==> config.mk <==
export PLATFORM = sky130hd
export DESIGN_NAME = clk_enable_gen
export DESIGN_NICKNAME = d
export VERILOG_FILES = /design/src/rtl/clkgen_pkg.sv /design/src/rtl/step_debounce.sv /design/src/rtl/clk_enable_gen.sv
export SDC_FILE = /design/constraint.sdc
export NUM_CORES = 1
export LEC_CHECK = 0
export ABC_AREA = 1
export CAP_MARGIN = 10
export CORE_MARGIN = 2
export CORE_UTILIZATION = 59
export DETAILED_ROUTE_END_ITERATION = 8
export PLACE_DENSITY = 0.78
export REMOVE_ABC_BUFFERS = 1
export SETUP_SLACK_MARGIN = 0.1
export SYNTH_ARGS = -nofsm -noshare
export SYNTH_HDL_FRONTEND = slang
export SYNTH_SLANG_ARGS = --single-unit
==> constraint.sdc <==
create_clock -name clk_in -period 2.9 [get_ports clk_in]
set_input_delay 0.58 -clock clk_in [delete_from_list [all_inputs] [get_ports clk_in]]
set_output_delay 0.58 -clock clk_in [all_outputs]
set_load 0.05 [all_outputs]
==> src/rtl/clkgen_pkg.sv <==
// -----------------------------------------------------------------------------
// clkgen_pkg
// Shared constants and helpers for the clock-enable generator.
//   DEF_DIV_W      default width of one channel's divide-ratio field
//   DEF_DEB_CYCLES default number of stable cycles to accept a button level
//   BTN_RELEASED   idle level of the active-low step pushbutton
//   eff_div()      effective divide ratio: ratios 0 and 1 both mean divide-by-1
// -----------------------------------------------------------------------------
package clkgen_pkg;

  localparam int unsigned DEF_DIV_W      = 8;
  localparam int unsigned DEF_DEB_CYCLES = 1000;
  localparam logic        BTN_RELEASED   = 1'b1;

  function automatic int unsigned eff_div(input int unsigned d);
    return (d == 0) ? 1 : d;
  endfunction

endpackage : clkgen_pkg

==> src/rtl/step_debounce.sv <==
// -----------------------------------------------------------------------------
// step_debounce
// Two-flop synchroniser, debounce counter and falling-edge one-shot for the
// active-low step pushbutton.
// Ports:
//   clk_in     system clock
//   rst_n      asynchronous active-low reset
//   step       raw pushbutton level, asynchronous to clk_in
//   step_pulse one-cycle pulse per accepted press (debounced 1->0)
// -----------------------------------------------------------------------------
module step_debounce
  import clkgen_pkg::*;
#(
  parameter int unsigned DEB_CYCLES = DEF_DEB_CYCLES,
  parameter int unsigned DEB_W      = 10
) (
  input  logic clk_in,
  input  logic rst_n,
  input  logic step,
  output logic step_pulse
);

  logic             sync1_q, sync2_q;
  logic             deb_q, deb_d;
  logic             deb_last_q;
  logic             pulse_q;
  logic [DEB_W-1:0] cnt_q, cnt_d;

  // Counter runs only while the synchronised level disagrees with the
  // accepted level; any agreement restarts the stability window.
  always_comb begin
    // NOTE: every signal gets a default first so no path leaves it unassigned
    // (which would infer a latch).
    deb_d = deb_q;
    cnt_d = '0;
    if (sync2_q != deb_q) begin
      if (cnt_q == DEB_W'(DEB_CYCLES - 1)) begin
        deb_d = sync2_q;
      end else begin
        cnt_d = cnt_q + 1'b1;
      end
    end
  end

  // NOTE: sequential state uses non-blocking assignments so every flop samples
  // pre-edge values, independent of statement order.
  always_ff @(posedge clk_in or negedge rst_n) begin
    if (!rst_n) begin
      sync1_q    <= BTN_RELEASED;
      sync2_q    <= BTN_RELEASED;
      deb_q      <= BTN_RELEASED;
      deb_last_q <= BTN_RELEASED;
      cnt_q      <= '0;
      pulse_q    <= 1'b0;
    end else begin
      sync1_q    <= step;
      sync2_q    <= sync1_q;
      deb_q      <= deb_d;
      deb_last_q <= deb_q;
      cnt_q      <= cnt_d;
      // Press = debounced level falling; release produces nothing.
      pulse_q    <= deb_last_q & ~deb_q;
    end
  end

  assign step_pulse = pulse_q;

endmodule : step_debounce

==> src/rtl/clk_enable_gen.sv <==
// -----------------------------------------------------------------------------
// clk_enable_gen
// NUM_CH programmable clock-enable channels with square-wave phase outputs and
// a run/single-step mode driven by a debounced pushbutton.
// Ports:
//   clk_in      system clock (all logic on this one clock)
//   rst_n       asynchronous active-low reset
//   div_ratio   channel i ratio at [i*DIV_W +: DIV_W]; 0 and 1 = divide-by-1
//   run_mode    1 = free-run, 0 = single-step
//   step        raw active-low pushbutton
//   ch_en       one-cycle enable per channel tick, after step gating
//   ch_phase    toggles on every raw tick (period 2*div)
//   step_pulse  one-cycle pulse per accepted press
//   step_count  (only with CLKGEN_STEP_CNT_EN) count of consumed step grants
// Optional feature macro: CLKGEN_STEP_CNT_EN
// -----------------------------------------------------------------------------
module clk_enable_gen
  import clkgen_pkg::*;
#(
  parameter int unsigned       NUM_CH     = 3,
  parameter int unsigned       DIV_W      = DEF_DIV_W,
  parameter int unsigned       DEB_CYCLES = DEF_DEB_CYCLES,
  parameter int unsigned       DEB_W      = 10,
  parameter logic [NUM_CH-1:0] STEP_MASK  = NUM_CH'(3'b110),
  parameter int unsigned       STEP_REF   = 2
) (
  input  logic                    clk_in,
  input  logic                    rst_n,
  input  logic [NUM_CH*DIV_W-1:0] div_ratio,
  input  logic                    run_mode,
  input  logic                    step,
  output logic [NUM_CH-1:0]       ch_en,
  output logic [NUM_CH-1:0]       ch_phase,
  output logic                    step_pulse
`ifdef CLKGEN_STEP_CNT_EN
  ,
  output logic [15:0]             step_count
`endif
);

  logic [NUM_CH-1:0] raw_tick;
  logic [NUM_CH-1:0] ch_en_q, ch_en_d;
  logic [NUM_CH-1:0] ch_phase_q, ch_phase_d;
  logic              grant_q, grant_d;
  logic              ref_pass;
  logic              step_pulse_w;

  step_debounce #(
    .DEB_CYCLES (DEB_CYCLES),
    .DEB_W      (DEB_W)
  ) u_step_debounce (
    .clk_in     (clk_in),
    .rst_n      (rst_n),
    .step       (step),
    .step_pulse (step_pulse_w)
  );

  for (genvar i = 0; i < NUM_CH; i++) begin : g_ch
    logic [DIV_W-1:0] cnt_q, cnt_d, per_q, cur_div;

    // The ratio is captured in the first cycle of each period and held in
    // per_q, so a mid-count change never shortens or stretches a period.
    assign cur_div     = (cnt_q == '0) ? DIV_W'(eff_div(32'(div_ratio[i*DIV_W +: DIV_W])))
                                       : per_q;
    assign raw_tick[i] = (cnt_q == cur_div - 1'b1);
    assign cnt_d       = raw_tick[i] ? '0 : cnt_q + 1'b1;

    always_ff @(posedge clk_in or negedge rst_n) begin
      if (!rst_n) begin
        cnt_q <= '0;
        per_q <= DIV_W'(1);
      end else begin
        cnt_q <= cnt_d;
        per_q <= cur_div;
      end
    end
  end

  always_comb begin
    // Phase follows raw ticks in both modes so downstream phase stays aligned.
    ch_phase_d = ch_phase_q ^ raw_tick;
    ch_en_d    = raw_tick & (~STEP_MASK | {NUM_CH{run_mode | grant_q}});
    ref_pass   = grant_q & raw_tick[STEP_REF] & ~run_mode;
    // A press coincident with a reference tick only arms the next tick; a
    // press while armed is absorbed.
    grant_d    = grant_q;
    if (run_mode) begin
      grant_d = 1'b0;
    end else if (ref_pass) begin
      grant_d = 1'b0;
    end else if (step_pulse_w) begin
      grant_d = 1'b1;
    end
  end

  always_ff @(posedge clk_in or negedge rst_n) begin
    if (!rst_n) begin
      ch_en_q    <= '0;
      ch_phase_q <= '0;
      grant_q    <= 1'b0;
    end else begin
      ch_en_q    <= ch_en_d;
      ch_phase_q <= ch_phase_d;
      grant_q    <= grant_d;
    end
  end

  assign ch_en      = ch_en_q;
  assign ch_phase   = ch_phase_q;
  assign step_pulse = step_pulse_w;

`ifdef CLKGEN_STEP_CNT_EN
  logic [15:0] step_cnt_q;

  always_ff @(posedge clk_in or negedge rst_n) begin
    if (!rst_n) begin
      step_cnt_q <= '0;
    end else if (ref_pass) begin
      step_cnt_q <= step_cnt_q + 16'd1;
    end
  end

  assign step_count = step_cnt_q;
`endif

endmodule : clk_enable_gen

# Word-level counts from Yosys, hierarchy flattened
# Index checks and enable logic that the tools add are counted.
[word_totals] ff_bits=70 latchBits=0 mem_bits_rw=0 romBits=0 input_bits=28 elab_cells=57 n_memories=0
[op_classes] addsub=7 n_mul=0 n_div=0 n_lt_le_gt_ge=0 eq_ne=5 shift=0 mux=14 bitwise=8 n_reduce_logical=8
[op_table] op="8-bit two-way mux" count=9
[op_table] op="8-bit logical NOT" count=6
[op_table] op="8-bit by 1-bit adder with 8-bit output (second input constant)" count=3
[op_table] op="8-bit equality test" count=3
[op_table] op="8-bit by 1-bit subtractor with 8-bit output (second input constant)" count=3
[op_table] op="10-bit two-way mux" count=2
[op_table] op="10-bit by 1-bit adder with 10-bit output (second input constant)" count=1
[op_table] op="10-bit equality test (second input constant)" count=1
[op_table] op="1-bit bitwise AND" count=3
[op_table] op="3-bit bitwise AND" count=1
[op_table] op="1-bit two-way mux" count=3
[op_table] op="3-bit nonzero test" count=1
[op_table] op="3-bit bitwise XOR" count=1
[op_table] op="1-bit inverter" count=2
[op_table] op="2-bit AND reduction" count=1
[op_table] op="1-bit != test" count=1
[op_table] op="1-bit bitwise OR" count=1

# Logic depth before layout (Yosys ltp)
[depth] depth_word=9 mapped_depth=20 mapped_depth_nobuf=19

# By module
# Synthesis repeated with hierarchy kept, for this count alone.
[hier_totals] cells_unflattened=661 area_unflattened_um2=4647.0
[by_module_without_submodules] module="clk_enable_gen" n_inst=1 cells_per_inst=592 area_each_um2=3986.3 seq_area_each_um2=1380.1
[by_module_without_submodules] module="step_debounce" n_inst=1 cells_per_inst=69 area_each_um2=660.6 seq_area_each_um2=380.4

# Worst setup path after synthesis
# Ideal clock, no wire load.
[synth_path] kind="reg-to-reg" startpoint="register g_ch[0].cnt_q[0]" endpoint="register ch_phase_q[0], in the netlist ch_phase[0]" setup_time_ps=119 arrival_time_ps=2369 t_required_ps=2781 slack_ps=411 path_stages_with_launch=20 n_path_buf=1 period_less_slack_ps=2489 path_cell_list="dfrtp_1 -> inv_1 -> ha_1 -> inv_1 -> nor3_4 -> nand2_2 -> buf_6 -> inv_2 -> nand2_1 -> nand2_2 -> inv_1 -> ha_1 -> xor2_1 -> nand2_1 -> nor2_1 -> nand3_1 -> nor2_4 -> nand3_4 -> nand2_1 -> nand2_1"
[synth_between] elab_chain_cells=5
[synth_lines] element="start, declared" line_no="clk_enable_gen.sv:59" source="logic [DIV_W-1:0] cnt_q, cnt_d, per_q, cur_div;"
[synth_lines] element="start signal, assigned" line_no="clk_enable_gen.sv:73" source="cnt_q <= cnt_d;"
[synth_lines] element="8-bit logical NOT" line_no="clk_enable_gen.sv:63" source="assign cur_div = (cnt_q == '0) ? DIV_W'(eff_div(32'(div_ratio[i*DIV_W +: DIV_W])))"
[synth_lines] element="8-bit two-way mux" line_no="clk_enable_gen.sv:63"
[synth_lines] element="named net g_ch[0].cur_div[0]" line_no="clk_enable_gen.sv:59"
[synth_lines] element="8-bit by 1-bit subtractor with 8-bit output" line_no="clk_enable_gen.sv:65" source="assign raw_tick[i] = (cnt_q == cur_div - 1'b1);"
[synth_lines] element="8-bit equality test" line_no="clk_enable_gen.sv:65"
[synth_lines] element="3-bit bitwise XOR" line_no="clk_enable_gen.sv:81" source="ch_phase_d = ch_phase_q ^ raw_tick;"
[synth_lines] element="named net ch_phase_d[0]" line_no="clk_enable_gen.sv:43" source="logic [NUM_CH-1:0] ch_phase_q, ch_phase_d;"
[synth_lines] element="end signal, assigned" line_no="clk_enable_gen.sv:103" source="ch_phase_q <= ch_phase_d;"
[synth_lines] element="end, declared" line_no="clk_enable_gen.sv:43"
# The timed path passes the listed nets, and every way through them passes these cells.
# A chain may end at the register's enable or synchronous reset.

# Worst setup path after layout
# Ends and elaborated chain as after synthesis.

==> results.json <==
{
  "post-synth-top-count-cell": "nand2_1",
  "setup_violations": 0,
  "initial_utilization_pct": 60.23,
  "diodes": 0,
  "drtIter0Drc": 147,
  "worst_pin_slew_ps": 619.9,
  "worstPathArrival_ps": 2860,
  "slew_headroom_pct": 58.67,
  "routed_wirelength_mm": 9.459,
  "grt.overflow.total": 0,
  "synth_area_per_cell_sq_um": 6.859,
  "detail-route-antenna-nets": 0,
  "layout_setup_ws_ps": 270.2,
  "fp.coreArea_sq_um": 7607,
  "ir_worst_vdd_uv": 661.2,
  "nNetsFinal": 760,
  "status": "finished, final reports clean",
  "power_density_nw_per_um2": 993.8,
  "crit_chain": "inv_1 > ha_1 > inv_1 > nor3_4 > nand2_4 > inv_2 > nand2_1 > nand2_2 > inv_1 > ha_1 > xor2_1 > nand2_1 > nor2_1 > nand3_1 > nor2_4 > nand3_4 > nand2_1 > nand2_1",
  "grt_usage_pct": 23.89,
  "grt_first_pass_wirelength_mm": 16.51,
  "rsz0062_at_grt": "yes",
  "grt_max_degree": 30,
  "drive_gt1_share_pct": 15.27,
  "dominantRegCellSynth": "dfrtp_1",
  "cp_common_cell": "nand2_1",
  "vias_per_cell": 4.920,
  "synth_top_area_share_pct": 34.41,
  "met1_length_mm": 4.392,
  "fin_crit_sh_pct": 90.68,
  "drt_pre_antenna_iters": 5,
  "required_ps": 3130,
  "clock_sinks": 70,
  "fin_crit_ps": 2630,
  "final-hold-violation-count": 0,
  "holdBufCountCts": 0,
  "cts_tree": "done",
  "worst-setup-path-type": "reg -> reg",
  "clkLatencyLatePin_ps": 350,
  "die_w_um": 92.13,
  "crit_family": "simple AND/OR/NAND/NOR gates",
  "start_kind": "flip-flop",
  "hpwl_mm": 7.041,
  "p_leak_nw": 2.939,
  "gp_congestion": 0.8901,
  "area.growth.synth_to_final_pct": 16.74,
  "fp-row-count": 32,
  "yosysWarnings": 0,
  "wl_per_cell_um": 11.41,
  "async_flop_share_pct": 100.0,
  "remaining_drc_errors": 0,
  "cp.buffers_inverters": 4,
  "htreeDepth": 3,
  "pin_count": 35,
  "final_area_sq_um": 5349,
  "place_area_sq_um": 5059,
  "syn_area_sq_um": 4582,
  "top_layer": "met4",
  "maxCapViolations": 0,
  "yosysSeqAreaShare_pct": 38.42,
  "cts_root_buffer": "clkbuf_8",
  "end_kind": "flip-flop",
  "antenna_found_initial": 0,
  "dr_wl_met2_mm": 4.571,
  "syn_inst": 668,
  "synth.area.top_cells": "dfrtp_1 (34%), nand2_1 (20%), inv_1 (9.1%)",
  "die_h_um": 92.13,
  "fmax_mhz": 380.3,
  "via_count": 4079,
  "synth_edf_count": 0,
  "yosysUniqueCellTypes": 33,
  "dp_slack_ps": -78.65,
  "met3_length_um": 366,
  "slew_violations": 0,
  "fin_skew_ps": 13.30,
  "path_clk_slew_ps": 90,
  "crit_path_top_delay_cell": "dfrtp_1",
  "grt_pass1_vias": 3924,
  "worstHoldPathType": "in -> async",
  "io_buffers": 34,
  "cts_buffers": 9,
  "slowest_delay_ps": 410,
  "cp_max_fo": 10,
  "synth-seq-cells": 70,
  "synthTopCellsByCount": "nand2_1 (240), inv_1 (111), dfrtp_1 (63)",
  "yosysTopAreaCell": "dfrtp_1",
  "die_area_sq_um": 8487,
  "max-clock-path-buffers": 2
}
-- layout make-up --
| type | count | area, sq um |
|---|---|---|
| Multi-Input combinational cell | 467 | 2342 |
| Fill cell | 617 | 2258 |
| Sequential cell | 70 | 1760 |
| Inverter | 126 | 478.0 |
| Timing Repair Buffer | 48 | 440.4 |
| Clock buffer | 11 | 141.4 |
| Tap cell | 102 | 127.6 |
| Clock inverter | 5 | 58.81 |
-- registers in the layout (all words and copies together), names as in the netlist --
signal / flops
u_step_debounce.deb_last_q: 1
u_step_debounce.deb_q: 1
u_step_debounce.step_pulse: 1
u_step_debounce.sync2_q: 1
g_ch.cnt_q: 24
g_ch.per_q: 24
u_step_debounce.sync1_q: 1
ch_en: 3
u_step_debounce.cnt_q: 10
ch_phase: 3
grant_q: 1
-- kinds of logic (layout without fill, tap and decap cells) --
group,after synthesis,count (layout),synth area share [%]
compound gates,28,28,3.878
flops,70,70,38.42
mux,1,1,0.2457
fa+ha+maj,10,10,2.731
simple gates,407,407,39.16
buf+inv,131,190,11.39
xor+xnor,21,21,4.178
-- worst reg2reg max path, delay by kind of cell (launching register included) --
kind | cells | cell delay (ps)
XOR/XNOR | 1 | 160
adder cells (fa/ha/maj) | 2 | 450
buffers and inverters | 4 | 290
flip-flops | 1 | 410
AND/OR/NAND/NOR | 11 | 1220
-- cells in the final DEF, fill, tap and decap left out, drive strengths merged --
master         instances
nor4                   1
dfstp                  7
clkinv                 2
a21oi                  4
xor2                  18
nand2                250
clkbuf                11
o21bai                 2
ha                    10
nand3                 56
clkdlybuf4s50         33
nor3                  17
inv                  126
buf                   15
nor2                  75
dfrtp                 63
nand4                  2
bufinv                 1
nand3b                 3
o21ai                 21
xnor2                  3
clkinvlp               2
or2                    3
mux2                   1
o211ai                 1
-- per-stage QoR --
| step | power, mW | std cells | utilization [%] | TNS, ps | hold slack, ps |
|---|---|---|---|---|---|
| floorplan | 3.796 | 663 | - | 0 | 284.4 |
| global placement | 4.299 | 807 | 66.50 | 0 | 346.0 |
| detailed placement | 4.407 | 807 | 66.50 | -620.8 | 354.5 |
| CTS | 5.247 | 823 | 69.13 | 0 | 251.2 |
| global route | 5.838 | 829 | 70.31 | 0 | 284.4 |
| finish | 5.315 | 829 | 70.31 | 0 | 241.2 |
-- final timing paths --
check,end,cells past startpoint,startpoint,slack [ps]
worst max register to register,ch_phase[0],18,g_ch[0].cnt_q[0],270
max in group asynchronous,g_ch[2].per_q[0],2,rst_n,1880
worst max-delay path,ch_phase[0],18,g_ch[0].cnt_q[0],270
min in group clk_in,u_step_debounce.sync2_q,0,u_step_debounce.sync1_q,370
worst min register to register,u_step_debounce.sync2_q,0,u_step_debounce.sync1_q,370
worst min-delay path,u_step_debounce.cnt_q[4],1,rst_n,240
-- metal layers --
metal  up-vias  track usage, %
li1       2127               -
met1      1859           30.36
met4         0           7.587
met2        81           41.24
met3        12           4.519
met5         -               0
-- where the power goes --
part	leakage, nW	internal [mW]	switching, mW
sequential	0.856	1.33	0.286
clock	0.0955	0.421	0.380
combinational	1.99	1.07	1.83
total	2.94	2.82	2.50
-- what timing repair did --
item | CTS | global route
resized for setup | 0 | 12
hold endpoints to repair | 0 | 0
setup endpoints to repair | 0 | 30
setup buffers | 0 | 6
(Power assumes the default switching activity.)
